[config.mk]
export PLATFORM = sky130hd
export DESIGN_NAME = res_slice_ctrl_flat
export DESIGN_NICKNAME = d
export VERILOG_FILES = /design/src/rtl/res_slice_if.sv /design/src/rtl/res_slice_ctrl.sv /design/src/flat_wrapper.sv
export SDC_FILE = /design/constraint.sdc
export NUM_CORES = 1
export LEC_CHECK = 0
export CAP_MARGIN = 20
export CORE_UTILIZATION = 45
export DETAILED_ROUTE_END_ITERATION = 8
export DONT_BUFFER_PORTS = 1
export PLACE_DENSITY = 0.73
export SYNTH_ARGS = -nofsm -noshare
export SYNTH_HDL_FRONTEND = slang
export SYNTH_SLANG_ARGS = --single-unit
[constraint.sdc]
create_clock -name clk -period 3.4 [get_ports clk]
set_input_delay 0.68 -clock clk [delete_from_list [all_inputs] [get_ports clk]]
set_output_delay 0.68 -clock clk [all_outputs]
set_load 0.01 [all_outputs]
[src/rtl/res_slice_if.sv]
// Operand/result bundle for res_slice_ctrl: the master drives the pass controls and
// operand slices, the slave returns residue slices, end-of-pass results and status.
interface res_slice_if #(
    parameter int DIGIT_W = 4,
    parameter int ADDR_W  = 3
);
    // Handshake: a slice moves on every rising clk edge where in_valid && in_ready;
    // in_ready is a registered status flag and never depends on in_valid.
    logic               start;
    logic               clear;
    logic               shift_en;
    logic               in_valid;
    logic               in_ready;
    logic [DIGIT_W-1:0] x_plus;
    logic [DIGIT_W-1:0] x_minus;
    logic [DIGIT_W-1:0] y_plus;
    logic [DIGIT_W-1:0] y_minus;
    logic [DIGIT_W-1:0] z_plus;
    logic [DIGIT_W-1:0] z_minus;
    logic               slice_valid;
    logic [ADDR_W-1:0]  slice_idx;
    logic [1:0]         cout_plus;
    logic [1:0]         cout_minus;
    logic [1:0]         shift_out;
    logic               borrow_out;
    logic               busy;
    logic               done;
    logic               state_dbg;

    modport master (
        output start, clear, shift_en, in_valid,
        output x_plus, x_minus, y_plus, y_minus,
        input  in_ready, z_plus, z_minus, slice_valid, slice_idx,
        input  cout_plus, cout_minus, shift_out, borrow_out, busy, done, state_dbg
    );

    modport slave (
        input  start, clear, shift_en, in_valid,
        input  x_plus, x_minus, y_plus, y_minus,
        output in_ready, z_plus, z_minus, slice_valid, slice_idx,
        output cout_plus, cout_minus, shift_out, borrow_out, busy, done, state_dbg
    );
endinterface

[src/rtl/res_slice_ctrl.sv]
// Slice-serial signed-digit residue accumulator: res[i] += x + y per slice, LSB first.
// Optional borrow chain over the written slices is built only when RES_BORROW_EN is defined.
module res_slice_ctrl #(
    parameter int DIGIT_W = 4,
    parameter int DEPTH   = 8,
    parameter int ADDR_W  = 3
) (
    input  logic         clk,
    input  logic         asyn_reset,
    res_slice_if.slave   bus
);
    typedef enum logic {IDLE = 1'b0, RUN = 1'b1} state_t;

    state_t             state;
    logic [ADDR_W-1:0]  idx;
    logic [1:0]         cin_p, cin_m;
    logic               sin_p, sin_m;
    logic               clr_l, shf_l;
    logic [DIGIT_W-1:0] res_p [DEPTH];
    logic [DIGIT_W-1:0] res_m [DEPTH];

    logic [DIGIT_W-1:0] z_p_q, z_m_q;
    logic               slice_valid_q, done_q;
    logic [ADDR_W-1:0]  slice_idx_q;
    logic [1:0]         cout_p_q, cout_m_q, shift_out_q;

    logic               accept, last;
    logic [DIGIT_W-1:0] base_p, base_m, wr_p, wr_m;
    logic [DIGIT_W+1:0] sum_p, sum_m;

    always_comb begin
        accept = (state == RUN) && bus.in_valid;
        last   = (idx == ADDR_W'(DEPTH - 1));
        base_p = clr_l ? '0 : res_p[idx];
        base_m = clr_l ? '0 : res_m[idx];
        sum_p  = {2'b00, base_p} + {2'b00, bus.x_plus} + {2'b00, bus.y_plus}
               + {{DIGIT_W{1'b0}}, cin_p};
        sum_m  = {2'b00, base_m} + {2'b00, bus.x_minus} + {2'b00, bus.y_minus}
               + {{DIGIT_W{1'b0}}, cin_m};
        // Shift mode drops each slice MSB into the LSB of the next slice up.
        wr_p   = shf_l ? {sum_p[DIGIT_W-2:0], sin_p} : sum_p[DIGIT_W-1:0];
        wr_m   = shf_l ? {sum_m[DIGIT_W-2:0], sin_m} : sum_m[DIGIT_W-1:0];
    end

    always_ff @(posedge clk or posedge asyn_reset) begin
        if (asyn_reset) begin
            state         <= IDLE;
            idx           <= '0;
            cin_p         <= '0;
            cin_m         <= '0;
            sin_p         <= 1'b0;
            sin_m         <= 1'b0;
            clr_l         <= 1'b0;
            shf_l         <= 1'b0;
            for (int i = 0; i < DEPTH; i++) begin
                res_p[i] <= '0;
                res_m[i] <= '0;
            end
            z_p_q         <= '0;
            z_m_q         <= '0;
            slice_valid_q <= 1'b0;
            slice_idx_q   <= '0;
            cout_p_q      <= '0;
            cout_m_q      <= '0;
            shift_out_q   <= '0;
            done_q        <= 1'b0;
        end else begin
            slice_valid_q <= 1'b0;
            done_q        <= 1'b0;
            case (state)
                IDLE: begin
                    if (bus.start) begin
                        state <= RUN;
                        idx   <= '0;
                        cin_p <= '0;
                        cin_m <= '0;
                        sin_p <= 1'b0;
                        sin_m <= 1'b0;
                        clr_l <= bus.clear;
                        shf_l <= bus.shift_en;
                    end
                end
                RUN: begin
                    if (accept) begin
                        res_p[idx]    <= wr_p;
                        res_m[idx]    <= wr_m;
                        z_p_q         <= wr_p;
                        z_m_q         <= wr_m;
                        slice_valid_q <= 1'b1;
                        slice_idx_q   <= idx;
                        cin_p         <= sum_p[DIGIT_W+1:DIGIT_W];
                        cin_m         <= sum_m[DIGIT_W+1:DIGIT_W];
                        sin_p         <= sum_p[DIGIT_W-1];
                        sin_m         <= sum_m[DIGIT_W-1];
                        idx           <= idx + ADDR_W'(1);
                        if (last) begin
                            state       <= IDLE;
                            done_q      <= 1'b1;
                            cout_p_q    <= sum_p[DIGIT_W+1:DIGIT_W];
                            cout_m_q    <= sum_m[DIGIT_W+1:DIGIT_W];
                            shift_out_q <= shf_l ? {sum_p[DIGIT_W-1], sum_m[DIGIT_W-1]} : 2'b00;
                        end
                    end
                end
                default: state <= IDLE;
            endcase
        end
    end

`ifdef RES_BORROW_EN
    logic b_q, b_next, borrow_q;

    // Compare in DIGIT_W+1 bits so wp - b wraps high instead of going negative.
    always_comb begin
        b_next = ({1'b0, wr_p} - {{DIGIT_W{1'b0}}, b_q}) < {1'b0, wr_m};
    end

    always_ff @(posedge clk or posedge asyn_reset) begin
        if (asyn_reset) begin
            b_q      <= 1'b0;
            borrow_q <= 1'b0;
        end else if (state == IDLE) begin
            if (bus.start) b_q <= 1'b0;
        end else if (accept) begin
            b_q <= b_next;
            if (last) borrow_q <= b_next;
        end
    end

    assign bus.borrow_out = borrow_q;
`else
    assign bus.borrow_out = 1'b0;
`endif

    assign bus.in_ready    = (state == RUN);
    assign bus.busy        = (state == RUN);
    assign bus.state_dbg   = state;
    assign bus.z_plus      = z_p_q;
    assign bus.z_minus     = z_m_q;
    assign bus.slice_valid = slice_valid_q;
    assign bus.slice_idx   = slice_idx_q;
    assign bus.cout_plus   = cout_p_q;
    assign bus.cout_minus  = cout_m_q;
    assign bus.shift_out   = shift_out_q;
    assign bus.done        = done_q;
endmodule

[src/flat_wrapper.sv]
// flat-port wrapper written by rule: the top's interface ports become plain ports
module res_slice_ctrl_flat 
#(
    parameter int DIGIT_W = 4,
    parameter int DEPTH   = 8,
    parameter int ADDR_W  = 3
)
  (clk, asyn_reset, bus_start, bus_clear, bus_shift_en, bus_in_valid, bus_x_plus, bus_x_minus, bus_y_plus, bus_y_minus, bus_in_ready, bus_z_plus, bus_z_minus, bus_slice_valid, bus_slice_idx, bus_cout_plus, bus_cout_minus, bus_shift_out, bus_borrow_out, bus_busy, bus_done, bus_state_dbg);
  res_slice_if #(.DIGIT_W(DIGIT_W), .ADDR_W(ADDR_W)) bus_i ();
  input  logic clk;
  input  logic asyn_reset;
  input wire logic [$bits(bus_i.start)-1:0] bus_start;
  input wire logic [$bits(bus_i.clear)-1:0] bus_clear;
  input wire logic [$bits(bus_i.shift_en)-1:0] bus_shift_en;
  input wire logic [$bits(bus_i.in_valid)-1:0] bus_in_valid;
  input wire logic [$bits(bus_i.x_plus)-1:0] bus_x_plus;
  input wire logic [$bits(bus_i.x_minus)-1:0] bus_x_minus;
  input wire logic [$bits(bus_i.y_plus)-1:0] bus_y_plus;
  input wire logic [$bits(bus_i.y_minus)-1:0] bus_y_minus;
  output wire logic [$bits(bus_i.in_ready)-1:0] bus_in_ready;
  output wire logic [$bits(bus_i.z_plus)-1:0] bus_z_plus;
  output wire logic [$bits(bus_i.z_minus)-1:0] bus_z_minus;
  output wire logic [$bits(bus_i.slice_valid)-1:0] bus_slice_valid;
  output wire logic [$bits(bus_i.slice_idx)-1:0] bus_slice_idx;
  output wire logic [$bits(bus_i.cout_plus)-1:0] bus_cout_plus;
  output wire logic [$bits(bus_i.cout_minus)-1:0] bus_cout_minus;
  output wire logic [$bits(bus_i.shift_out)-1:0] bus_shift_out;
  output wire logic [$bits(bus_i.borrow_out)-1:0] bus_borrow_out;
  output wire logic [$bits(bus_i.busy)-1:0] bus_busy;
  output wire logic [$bits(bus_i.done)-1:0] bus_done;
  output wire logic [$bits(bus_i.state_dbg)-1:0] bus_state_dbg;
  assign bus_i.start = bus_start;
  assign bus_i.clear = bus_clear;
  assign bus_i.shift_en = bus_shift_en;
  assign bus_i.in_valid = bus_in_valid;
  assign bus_i.x_plus = bus_x_plus;
  assign bus_i.x_minus = bus_x_minus;
  assign bus_i.y_plus = bus_y_plus;
  assign bus_i.y_minus = bus_y_minus;
  assign bus_in_ready = bus_i.in_ready;
  assign bus_z_plus = bus_i.z_plus;
  assign bus_z_minus = bus_i.z_minus;
  assign bus_slice_valid = bus_i.slice_valid;
  assign bus_slice_idx = bus_i.slice_idx;
  assign bus_cout_plus = bus_i.cout_plus;
  assign bus_cout_minus = bus_i.cout_minus;
  assign bus_shift_out = bus_i.shift_out;
  assign bus_borrow_out = bus_i.borrow_out;
  assign bus_busy = bus_i.busy;
  assign bus_done = bus_i.done;
  assign bus_state_dbg = bus_i.state_dbg;
  res_slice_ctrl #(.DIGIT_W(DIGIT_W), .DEPTH(DEPTH), .ADDR_W(ADDR_W)) u_core (.clk(clk), .asyn_reset(asyn_reset), .bus(bus_i));
endmodule
* After elaboration in Yosys (flattened, before gate mapping) *
Cells that the tools add are included.
W data, S select, Z words.

storage, ports and cells
  register bits = 95
  latch bits = 0
  memory bits (writable) = 0
  memory bits (read-only) = 0
  input bits = 22
  output and inout port bits = 23
  logic and storage cells = 89
  memories kept = 0

operators by class
  $add $sub $neg = 7
  $mul = 0
  div/mod/pow operators = 0
  $lt $le $gt $ge = 2
  eq/ne operators = 3
  shift operators = 0
  muxes and demuxes = 37
  bitwise gates (word level) = 2
  reductions and logical operators = 6

operators with widths
  operator               count
  $bwmux W32             2
  $mux W4                9
  $bmux W4 S3            2
  $add A6 B2 Y6          2
  $add A6 B4 Y6          2
  $demux W4 S3           1
  $mux W1                11
  $add A4 B4 Y5          2
  $mux W2                4
  $pmux W2 S2            2
  $mux W3                2
  $pmux W1 S2            3
  $pmux W3 S2            1
  $reduce_and A2 Y1      3
  $ge A4 B4 Y1 const B   1
  $lt A4 B1 Y1 const B   1
  $ne A2 B2 Y1 const B   2
  $not A3 Y4             1
  $add A3 B1 Y3 const B  1
  $eq A3 B3 Y1 const B   1
  $reduce_and A3 Y1      1
  $logic_and A1 B1 Y1    2
  $not A1 Y1             1

* Depth between registers and ports, before layout *
Gate-level depths: netlist of run 1.

  word-level depth = 10
  mapped depth = 19
  mapped depth without buffers = 16

* Worst setup path after synthesis of run 1 *
OpenSTA, ideal clock, no wires.

  path kind = register to register
  from = reg u_core.idx[0]
  to = reg u_core.z_p_q[2] (netlist: u_core.bus.z_plus[2])
  library setup time = 0.066 ns
  data arrival time = 3.578 ns
  required time = 3.334 ns
  path slack = -0.244 ns
  stages on the path, launching flop included = 18
  buffers on the path = 3
  period minus slack after synthesis = 3.644 ns
  cell sequence = dfrtp_1 > buf_4 > buf_6 > buf_4 > mux2i_1 > o22ai_1 > nor2_1 > nor2_1 > ha_1 > inv_1 > fa_1 > fa_1 > inv_1 > ha_1 > inv_1 > fa_1 > mux2i_1 > mux2_2

on the way
  word-level cells in the longest chain between the ends = 9

RTL lines
  item                                        RTL line              RTL
  start: declaration                          res_slice_ctrl.sv:15  logic [ADDR_W-1:0] idx;
  start signal: assignment                    res_slice_ctrl.sv:95  idx <= idx + ADDR_W'(1);
  $not A3 Y4 (not written as such)            res_slice_ctrl.sv:34  base_p = clr_l ? '0 : res_p[idx];
  $bmux W4 S3                                 res_slice_ctrl.sv:34
  $mux W4 (not written as such) (2 in a row)  res_slice_ctrl.sv:34
  $mux W4                                     res_slice_ctrl.sv:34
  $add A4 B4 Y5                               res_slice_ctrl.sv:36  sum_p = {2'b00, base_p} + {2'b00, bus.x_plus} + {2'b00, bus.y_plus}
  $add A6 B4 Y6                               res_slice_ctrl.sv:36
  $add A6 B2 Y6                               res_slice_ctrl.sv:37  + {{DIGIT_W{1'b0}}, cin_p};
  $mux W4                                     res_slice_ctrl.sv:41  wr_p = shf_l ? {sum_p[DIGIT_W-2:0], sin_p} : sum_p[DIGIT_W-1:0];
  end signal: assignment                      res_slice_ctrl.sv:87  z_p_q <= wr_p;
  end: declaration                            res_slice_ctrl.sv:22  logic [DIGIT_W-1:0] z_p_q, z_m_q;

Every way passes these cells. The select of a mux whose other input is x is not followed.
A chain may end at the register's enable or synchronous reset.

* Final worst setup path of run 1 *
  from = reg u_core.idx[0]
  to = reg u_core.res_m[26] in the netlist's numbering

on the way
  word-level cells in the longest chain between the ends = 10
  elaborated cells on any way between the ends = 15
  classes of those cells = add/sub (3); order compare (2); mux (8); bitwise (1); reduce/logical (1)

RTL lines
  item                                        RTL line                                    RTL
  $not A3 Y4 (not written as such) (*)        res_slice_ctrl.sv:35, res_slice_ctrl.sv:86
  $bmux W4 S3                                 res_slice_ctrl.sv:35                        base_m = clr_l ? '0 : res_m[idx];
  $mux W4 (not written as such) (2 in a row)  res_slice_ctrl.sv:35
  $mux W4                                     res_slice_ctrl.sv:35
  $add A4 B4 Y5                               res_slice_ctrl.sv:38                        sum_m = {2'b00, base_m} + {2'b00, bus.x_minus} + {2'b00, bus.y_minus}
  $add A6 B4 Y6                               res_slice_ctrl.sv:38
  $add A6 B2 Y6                               res_slice_ctrl.sv:39                        + {{DIGIT_W{1'b0}}, cin_m};
  $mux W4                                     res_slice_ctrl.sv:42                        wr_m = shf_l ? {sum_m[DIGIT_W-2:0], sin_m} : sum_m[DIGIT_W-1:0];
  $bwmux W32 (*)                              res_slice_ctrl.sv:86                        res_m[idx] <= wr_m;
  end signal: indexed assignment              res_slice_ctrl.sv:86
  end: declaration                            res_slice_ctrl.sv:20                        logic [DIGIT_W-1:0] res_m [DEPTH];

Mark *: on every way between the ends. The rest lies on a longest branch, timed or not. The select of a mux whose other input is x is not followed.

==> impl_metrics.csv, run 1 <==
group,metric,value,unit
run_status,status,"finished, violations left",
run_status,violations,"setup timing",
floorplanning,rows,37,
grt,grt_pass1_vias,3690,
place,globalplace.congestion,0.895,
synth,synthesis.nets,514,
drt,dr_total_vias,3546,
drt,drc_errors,0,
timing,clock_skew,14.2,ps
cells_and_area,nNetsFinal,543,
timing,drv_slew,0,
timing,layout_min_cycle_time,3770,ps
clocking,insertion_delay,380,ps
clocking,cts_buffer_depth,2,
floorplanning,dieArea,11300,um^2
clocking,clk_pin_slew_worst_paths,100,ps
clocking,htree_num_levels,3,
synth,ys_ff_latch,95,
grt,grt_max_degree,56,
drt,ant_nets,0,
clocking,cts_buffers,9,
grt,grt_overflow,0,
cells_and_area,drive_above_1_share,28.8,%
worst_hold_path,hold_path.class,"primary input to async pin",
floorplanning,die_width,107,um
synth,seq_area_frac_synth,48.4,%
floorplanning,pin_count,45,
setup_path,reg2reg_slack,-370,ps
drt,drt_first_pass_iters,4,
place,place_ws,-444,ps
timing,tightest_slew,906,ps
drt,routed_wl,12.1,mm
timing,post-route-period-util,111,%
timing,fmax,265,MHz
synth,syn_area_per_cell,10.6,um^2
job,drv_cap,0,
floorplanning,fp.dieH,107,um
clocking,clock_sinks,95,
timing,final.setup.worst_slack,-368,ps
floorplanning,start_util,47.0,%
drt,vias_per_cell,5.61,
setup_path,crit_fanout,6,
setup_path,endpoint_kind,"flop",
timing,hold_viol_final,0,
setup_path,crit_required,3660,ps
synth,synth.distinct_cells,34,
floorplanning,core,10500,um^2
cells_and_area,area_growth,17.8,%
drt,drt-initial-drc-count,269,
synth,yosysWarnings,0,
setup_path,worstSetupPathType,"flop to flop",
grt,grt_pass1_wl,19.4,mm
grt,antenna_found_initial,0,
cells_and_area,antenna_cells,0,
setup_path,cp-start-kind,"flop",
clocking,cts_tree,"yes",
place,dp_hpwl,8.10,mm
timing,finalSetupViolations,46,
drt,routedWlPerCell,19.2,um
synth,syn_inst,462,
synth,syn_area,4910,um^2
clocking,cts-root-buf,"clkbuf_8",
setup_path,cp.arrival,4020,ps
timing,rsz0062_at_grt,"yes",
place,portBuffers,0,
timing,relSlewSlack,39.6,%
grt,grt_use_total,22.4,%
per-layer routing:
| layer | GRT usage (%) | vias to the layer above | wire length (um) |
|---|---|---|---|
| met3 | 4.35 | 19 | 695 |
| met1 | 30.1 | 1793 | 5360 |
| met5 | 0 | - | 0 |
| li1 | - | 1631 | - |
| met4 | 8.51 | 0 | 198 |
| met2 | 36.0 | 103 | 5870 |
cell usage after synthesis:
| library cell | n | share of area, % |
|---|---|---|
| nor2b_1 | 3 | 0.38 |
| nor2_1 | 57 | 4.4 |
| xnor2_1 | 4 | 0.71 |
| mux2_2 | 22 | 5.0 |
| nor3_4 | 1 | 0.33 |
| dfrtp_1 | 95 | 48 |
| o22ai_1 | 16 | 2.0 |
| o21ai_0 | 27 | 2.7 |
| nand2_4 | 1 | 0.23 |
| ha_1 | 22 | 5.6 |
| a21oi_1 | 42 | 4.3 |
| buf_2 | 6 | 0.61 |
| a21o_1 | 7 | 1.1 |
| and3_1 | 1 | 0.13 |
| mux2i_1 | 38 | 7.7 |
| nand3b_1 | 1 | 0.15 |
| conb_1 | 1 | 0.076 |
| inv_2 | 1 | 0.076 |
| nand2_1 | 39 | 3.0 |
| or2_1 | 2 | 0.25 |
| inv_1 | 22 | 1.7 |
| nor4b_4 | 2 | 0.97 |
| buf_4 | 10 | 1.5 |
| and3b_1 | 2 | 0.36 |
| and3_4 | 1 | 0.23 |
| nand2b_1 | 4 | 0.51 |
| buf_6 | 8 | 1.8 |
| fa_1 | 8 | 3.3 |
| nor2_2 | 1 | 0.13 |
| o21ai_1 | 4 | 0.41 |
| xor2_1 | 4 | 0.71 |
| clkbuf_1 | 5 | 0.38 |
| or2_2 | 1 | 0.13 |
| a22o_1 | 4 | 0.71 |
layout by cell type, fill, tap and decap left out, types with 4 or more instances in the layout:
cell,count
mux2_4,17
a21oi_2,11
fa_1,6
mux2i_1,34
nand2_1,38
a22o_1,4
nor2_2,5
o21ai_2,5
buf_4,37
xnor2_1,4
dfrtp_1,92
clkbuf_8,10
o21ai_0,14
ha_2,5
ha_1,15
nor2_1,53
o22ai_1,13
o21ai_1,12
a21o_1,7
inv_1,16
inv_2,6
a21oi_1,31
mux2_2,6
buf_6,5
logic make-up (layout without fill, tap and decap cells):
kind of cell / after synthesis / count (layout) / synth area share [%]
compound gates: 100 / 100 / 11.3
simple gates: 116 / 116 / 11.1
flops: 95 / 95 / 48.4
buf+inv: 52 / 84 / 6.11
xor+xnor: 8 / 8 / 1.43
fa+ha+maj: 30 / 30 / 8.86
other cells: 1 / 1 / 0.0763
mux: 60 / 62 / 12.8
flip-flops by register name, indices dropped and copies added, names as in the netlist:
signal,cells
u_core.res_p,32
u_core.bus.z_minus,4
u_core.cin_m,2
u_core.bus.busy,1
u_core.clr_l,1
u_core.idx,3
u_core.cin_p,2
u_core.bus.cout_minus,2
u_core.sin_m,1
u_core.res_m,32
u_core.bus.cout_plus,2
u_core.bus.slice_idx,3
u_core.sin_p,1
u_core.shf_l,1
u_core.bus.done,1
u_core.bus.shift_out,2
u_core.bus.z_plus,4
u_core.bus.slice_valid,1
cell type report:
cell class	instances	area, um^2
Inverter	23	87.6
Clock inverter	6	68.8
Tap cell	136	170
Fill cell	860	4670
Multi-Input combinational cell	317	2550
Timing Repair Buffer	45	394
Sequential cell	95	2380
Clock buffer	10	138
per-stage QoR:
step	util [%]	instances	area, um^2	hold WS (ps)	setup TNS [ps]
global route	55.3	632	5790	106	-20380
global placement	50.1	601	5240	463	-11170
finish	55.3	632	5790	105	-12120
floorplan	-	462	5040	449	-4950
detailed placement	50.1	601	5240	473	-15130
CTS	53.9	625	5640	403	-10270
repair_timing:
action	CTS	global route
resized for setup	35	22
setup endpoints to repair	50	57
pin swaps	20	14
setup buffers	9	5
cloned	1	1
hold buffers	0	0
critical path, stage by stage (launching register included):
cell and delay (ps):
dfrtp_2 470, buf_6 130, mux2i_1 240, o22ai_2 100
nor2_2 180, nor2_2 60, ha_2 210, inv_2 50
fa_1 420, fa_1 430, inv_1 70, ha_2 200
inv_2 40, fa_2 620, mux2i_4 120, mux2_4 300
path summary, 6_finish.rpt:
kind	cells past startpoint	end	start
worst min register to register	2	u_core.sin_m	u_core.sin_m
max in group asynchronous	3	u_core.res_m[31]	asyn_reset
worst max register to register	15	u_core.res_m[26]	u_core.idx[0]
worst max-delay path	15	u_core.res_m[26]	u_core.idx[0]
min in group clk	2	u_core.bus.busy	bus_start
worst min-delay path	1	u_core.shf_l	asyn_reset
Power of run 1 is left out: the tool's default activity adds up to more than one toggle a clock period on the data nets, which glitch-free logic cannot reach.
==> run 2: changes to the inputs <==
--- a/config.mk
+++ b/config.mk
@@ -5,11 +5,11 @@
 export SDC_FILE = /design/constraint.sdc
 export NUM_CORES = 1
 export LEC_CHECK = 0
-export CAP_MARGIN = 20
+export CAP_MARGIN = 10
 export CORE_UTILIZATION = 45
 export DETAILED_ROUTE_END_ITERATION = 8
 export DONT_BUFFER_PORTS = 1
-export PLACE_DENSITY = 0.73
+export PLACE_DENSITY = 0.71
 export SYNTH_ARGS = -nofsm -noshare
 export SYNTH_HDL_FRONTEND = slang
 export SYNTH_SLANG_ARGS = --single-unit
==> constraint.sdc (replaced) <==
create_clock -name clk -period 4.4 [get_ports clk]
set_input_delay 0.88 -clock clk [delete_from_list [all_inputs] [get_ports clk]]
set_output_delay 0.88 -clock clk [all_outputs]
set_load 0.01 [all_outputs]
==> impl_metrics.csv, run 2 (same netlist as run 1, synthesis figures left out) <==
group,metric,value,unit
run_status,status,"complete, no violations",
floorplanning,pin_count,45,
timing,hold_viol_final,0,
clocking,cts_tree,"yes",
drt,drt_first_pass_iters,4,
floorplanning,rows,37,
setup_path,cp.arrival,4330,ps
worst_hold_path,hold_path.class,"flop to flop",
clocking,insertion_delay,370,ps
drt,routedWlPerCell,17.9,um
timing,holdWs,491,ps
place,post-place-cells,577,
timing,rsz0062_at_grt,"no",
drt,drt-initial-drc-count,236,
clocking,cts_buffers,9,
timing,fmax,243,MHz
grt,grt_pass1_wl,17.5,mm
floorplanning,start_util,47.0,%
cells_and_area,final_common_cell,"dfrtp_1",
drt,vias_per_cell,5.51,
cells_and_area,nNetsFinal,504,
cells_and_area,antenna_cells,0,
clocking,clk_pin_slew_worst_paths,100,ps
grt,grt_overflow,0,
timing,tightest_slew,941,ps
timing,finalSetupViolations,0,
floorplanning,dieArea,11300,um^2
timing,setup_tns,0,ps
drt,drc_errors,0,
cells_and_area,instances_no_fill,593,
timing,relSlewSlack,37.0,%
drt,routed_wl,10.6,mm
clocking,htree_num_levels,3,
timing,clock_skew,13.8,ps
grt,grt_use_total,20.4,%
setup_path,crit_required,4610,ps
clocking,clock_sinks,95,
grt,grt_max_degree,71,
floorplanning,core,10500,um^2
clocking,cts-root-buf,"clkbuf_8",
grt,antenna_found_initial,0,
place,globalplace.congestion,0.888,
clocking,cts_buffer_depth,2,
timing,post-route-period-util,93.7,%
timing,drv_slew,0,
cells_and_area,reg_top3,"u_core.res_m: 32 flops, u_core.res_p: 32 flops",
drt,ant_nets,0,
setup_path,crit_fanout,19,
place,dp_hpwl,7.38,mm
clocking,hold_buffers,0,
cells_and_area,layout_common_cells,"dfrtp_1 (94), nor2_1 (57), a21oi_1 (42)",
floorplanning,die_width,107,um
setup_path,endpoint_kind,"flop",
place,portBuffers,0,
cells_and_area,drive_above_1_share,12.7,%
floorplanning,fp.dieH,107,um
job,drv_cap,0,
setup_path,cp-start-kind,"flop",
setup_path,worstSetupPathType,"flop to flop",
grt,grt_pass1_vias,3309,
drt,dr_total_vias,3269,
timing,layout_min_cycle_time,4120,ps
cells_and_area,area_growth,4.71,%
run 2: through the flow:
step           worst slack [ps]  cell area, um^2  util, %
3_5_place_dp               62.9             4930     47.2
2_1_floorplan               756             4910        -
4_1_cts                    32.4             5130     49.0
6_report                    276             5150     49.2
5_1_grt                    52.3             5150     49.2
3_3_place_gp                178             4930     47.2
run 2: per-layer routing:
layer | track usage, % | up-vias | wire, um
li1 | - | 1551 | -
met1 | 27.1 | 1632 | 4940
met2 | 32.8 | 72 | 4940
met3 | 3.62 | 14 | 465
met4 | 8.61 | 0 | 244
met5 | 0 | - | 0
run 2: path summary, 6_finish.rpt:
kind                                   from                to  slack (ps)  cells past startpoint
max                           u_core.idx[0]  u_core.res_m[27]         280                     14
min                        u_core.res_p[20]  u_core.res_p[20]         490                      2
max reg2reg                   u_core.idx[0]  u_core.res_m[27]         280                     14
min reg2reg                u_core.res_p[20]  u_core.res_p[20]         490                      2
max in group asynchronous        asyn_reset  u_core.res_p[28]        2960                      2
min in group asynchronous        asyn_reset   u_core.res_m[7]         570                      1
run 2: critical path, stage by stage (launching register included):
cell,delay [ps]
dfrtp_2,740
buf_4,260
mux2i_1,80
o22ai_1,150
nor2_1,70
or2_1,230
fa_1,520
fa_1,400
inv_1,70
ha_1,170
inv_1,70
fa_1,420
xor2_1,280
mux2_2,390
a21oi_1,120
run 2: final cells by class:
| class | instances | area (um^2) |
|---|---|---|
| inverters | 23 | 88.8 |
| flip-flops and latches | 95 | 2380 |
| multi-input cells | 315 | 2250 |
| well taps | 136 | 170 |
| repair buffers | 8 | 60.1 |
| fillers | 944 | 5320 |
| clock inverters | 7 | 71.3 |
| clock buffers | 9 | 124 |
run 2: timing repair:
action	4_1_cts	5_1_grt
buffers inserted	0	0
endpoints found under the setup margin	0	13
gates resized for setup	0	3
Power of run 2 is left out for the same reason.
==> run 3: changes to the inputs <==
--- a/config.mk
+++ b/config.mk
@@ -5,6 +5,7 @@
 export SDC_FILE = /design/constraint.sdc
 export NUM_CORES = 1
 export LEC_CHECK = 0
+export ABC_AREA = 1
 export CAP_MARGIN = 10
 export CORE_UTILIZATION = 45
 export DETAILED_ROUTE_END_ITERATION = 8
==> impl_metrics.csv, run 3 <==
group,metric,value,unit
run_status,status,"complete, no violations",
synth,seq_area_frac_synth,46.2,%
grt,met1_usage,31.1,%
grt,grt_overflow,0,
synth,ys_ff_latch,95,
synth,synth-edff-count,0,
drt,drc_errors,0,
grt,grt_pass1_wl,20.0,mm
clocking,cts_buffer_depth,2,
synth,syn_inst,657,
synth,syn_area_per_cell,7.83,um^2
setup_path,path_cells,"inv_1, nor2_4, nand3_1, nand2_1, nor2_1, nor2_1, ha_1, inv_1, fa_1, fa_1, inv_1, ha_1, inv_1, fa_1, inv_1, nand2_1, nand2_1, nand2_1, nand2_1, o21ai_0",
synth,synth.area.top_cells,"dfrtp_1 (46%), nand2_1 (16%), o21ai_0 (7.7%), inv_1 (7.1%), ha_1 (5.4%)",
timing,setup_tns,0,ps
floorplanning,die_width,109,um
synth,yosysWarnings,0,
cells_and_area,layout_common_cells,"nand2_1 (219), inv_1 (96), dfrtp_1 (95)",
worst_hold_path,hold_path.class,"primary input to async pin",
cells_and_area,final_common_cell,"nand2_1",
drt,dr_total_vias,4181,
drt,routedWlPerCell,15.4,um
synth,syn_area,5140,um^2
setup_path,crit_fanout,10,
setup_path,endpoint_kind,"flop",
timing,hold_viol_final,0,
timing,rsz0062_at_grt,"no",
setup_path,cp.arrival,4180,ps
setup_path,crit_path_max_incr_delay,500,ps
timing,relSlewSlack,62.3,%
cells_and_area,antenna_cells,0,
clocking,htree_num_levels,3,
drt,routed_wl,12.3,mm
timing,layout_min_cycle_time,3980,ps
grt,grt_max_degree,65,
timing,clock_skew,10.5,ps
grt,grt_pass1_vias,4111,
clocking,clock_sinks,95,
timing,tightest_slew,566,ps
clocking,cts_tree,"yes",
cells_and_area,reg_top3,"u_core.res_m: 32 flops, u_core.res_p: 32 flops",
synth,yosysMostFrequentCell,"nand2_1",
drt,drt_first_pass_iters,5,
synth,synth.largest_area_cell,"dfrtp_1",
floorplanning,rows,38,
place,portBuffers,0,
grt,antenna_found_initial,0,
setup_path,crit_slowest_cell,"fa_1",
job,drv_cap,0,
synth,synth_top_area_share,46.2,%
clocking,clk_pin_slew_worst_paths,70,ps
timing,finalSetupViolations,0,
synth,synth.distinct_cells,27,
synth,synthArstFlopShare,100,%
clocking,cts_setup_buffers,0,
cells_and_area,nNetsFinal,704,
synth,synthesis.nets,709,
clocking,cts.repair.resized,0,
clocking,cts-root-buf,"clkbuf_16",
timing,drv_slew,0,
grt,grt.met3_usage,4.72,%
floorplanning,core,11000,um^2
clocking,hold_buffers,0,
drt,ant_nets,0,
setup_path,worstSetupPathType,"flop to flop",
synth,synth-main-ff-cell,"dfrtp_1",
grt,top_usage_layer,"met2",
timing,fmax,251,MHz
clocking,insertion_delay,350,ps
clocking,cts_buffers,9,
timing,post-route-period-util,90.4,%
place,globalplace.congestion,0.889,
place,dp_hpwl,8.63,mm
cells_and_area,drive_above_1_share,7.01,%
floorplanning,fp.dieH,109,um
setup_path,crit_required,4610,ps
cells_and_area,area_growth,7.91,%
grt,grt_use_total,22.6,%
floorplanning,start_util,46.8,%
drt,drt-initial-drc-count,397,
floorplanning,pin_count,45,
synth,synthTopCellsByCount,"nand2_1 (219), inv_1 (97), dfrtp_1 (95)",
floorplanning,dieArea,11900,um^2
setup_path,cp-start-kind,"flop",
cells_and_area,nFillCells,1038,
grt,grt.met2_usage,34.0,%
drt,vias_per_cell,5.25,
==> run 3: kinds of logic after synthesis <==
| kind of cell | after synthesis | synth area share [%] |
|---|---|---|
| simple gates | 298 | 23.8 |
| buf+inv | 131 | 10.9 |
| compound gates | 98 | 9.90 |
| flops | 95 | 46.2 |
| fa+ha+maj | 30 | 8.46 |
| xor+xnor | 4 | 0.681 |
| other cells | 1 | 0.0729 |
==> run 3: per-stage QoR <==
| stage | utilization (%) | area (um^2) | cells | worst slack [ps] | hold slack [ps] |
|---|---|---|---|---|---|
| after CTS | 50.3 | 5520 | 795 | 429 | 490 |
| final | 50.5 | 5550 | 796 | 421 | 322 |
| after global placement | 47.4 | 5210 | 780 | 525 | 466 |
| after global routing | 50.5 | 5550 | 796 | 102 | 334 |
| after detailed placement | 47.4 | 5210 | 780 | 442 | 474 |
| after floorplan | - | 5140 | 657 | 838 | 453 |
==> run 3: final timing paths <==
check	from	endpoint	slack [ps]	cells after the start
hold / removal	asyn_reset	u_core.bus.z_plus[3]	320	1
min in group clk	u_core.res_m[19]	u_core.res_m[19]	490	2
hold reg to reg	u_core.res_m[19]	u_core.res_m[19]	490	2
setup reg to reg	u_core.idx[1]	u_core.bus.z_minus[3]	420	20
setup / recovery	u_core.idx[1]	u_core.bus.z_minus[3]	420	20
max in group asynchronous	asyn_reset	u_core.res_m[9]	3050	3
==> run 3: layer usage <==
| layer | routed length (um) | vias to the layer above |
|---|---|---|
| li1 | - | 2018 |
| met1 | 5600 | 2008 |
| met2 | 5550 | 132 |
| met3 | 785 | 23 |
| met4 | 345 | 0 |
| met5 | 0 | - |
==> run 3: worst max-delay path, delay by kind of cell, from the launching register on <==
kind	cells	cell delay, ps
compound gates	1	130
buf+inv	5	420
flops	1	470
simple gates	9	1170
fa+ha+maj	5	1640
==> run 3: final cells by class <==
cell class	instances	area, um^2	share of cell area, %
clock inverters	5	83.8	1.51
well taps	140	175	3.16
repair buffers	6	65.1	1.17
clock buffers	10	229	4.13
inverters	109	413	7.44
multi-input cells	431	2210	39.8
flip-flops and latches	95	2380	42.8
Power of run 3 is left out for the same reason.
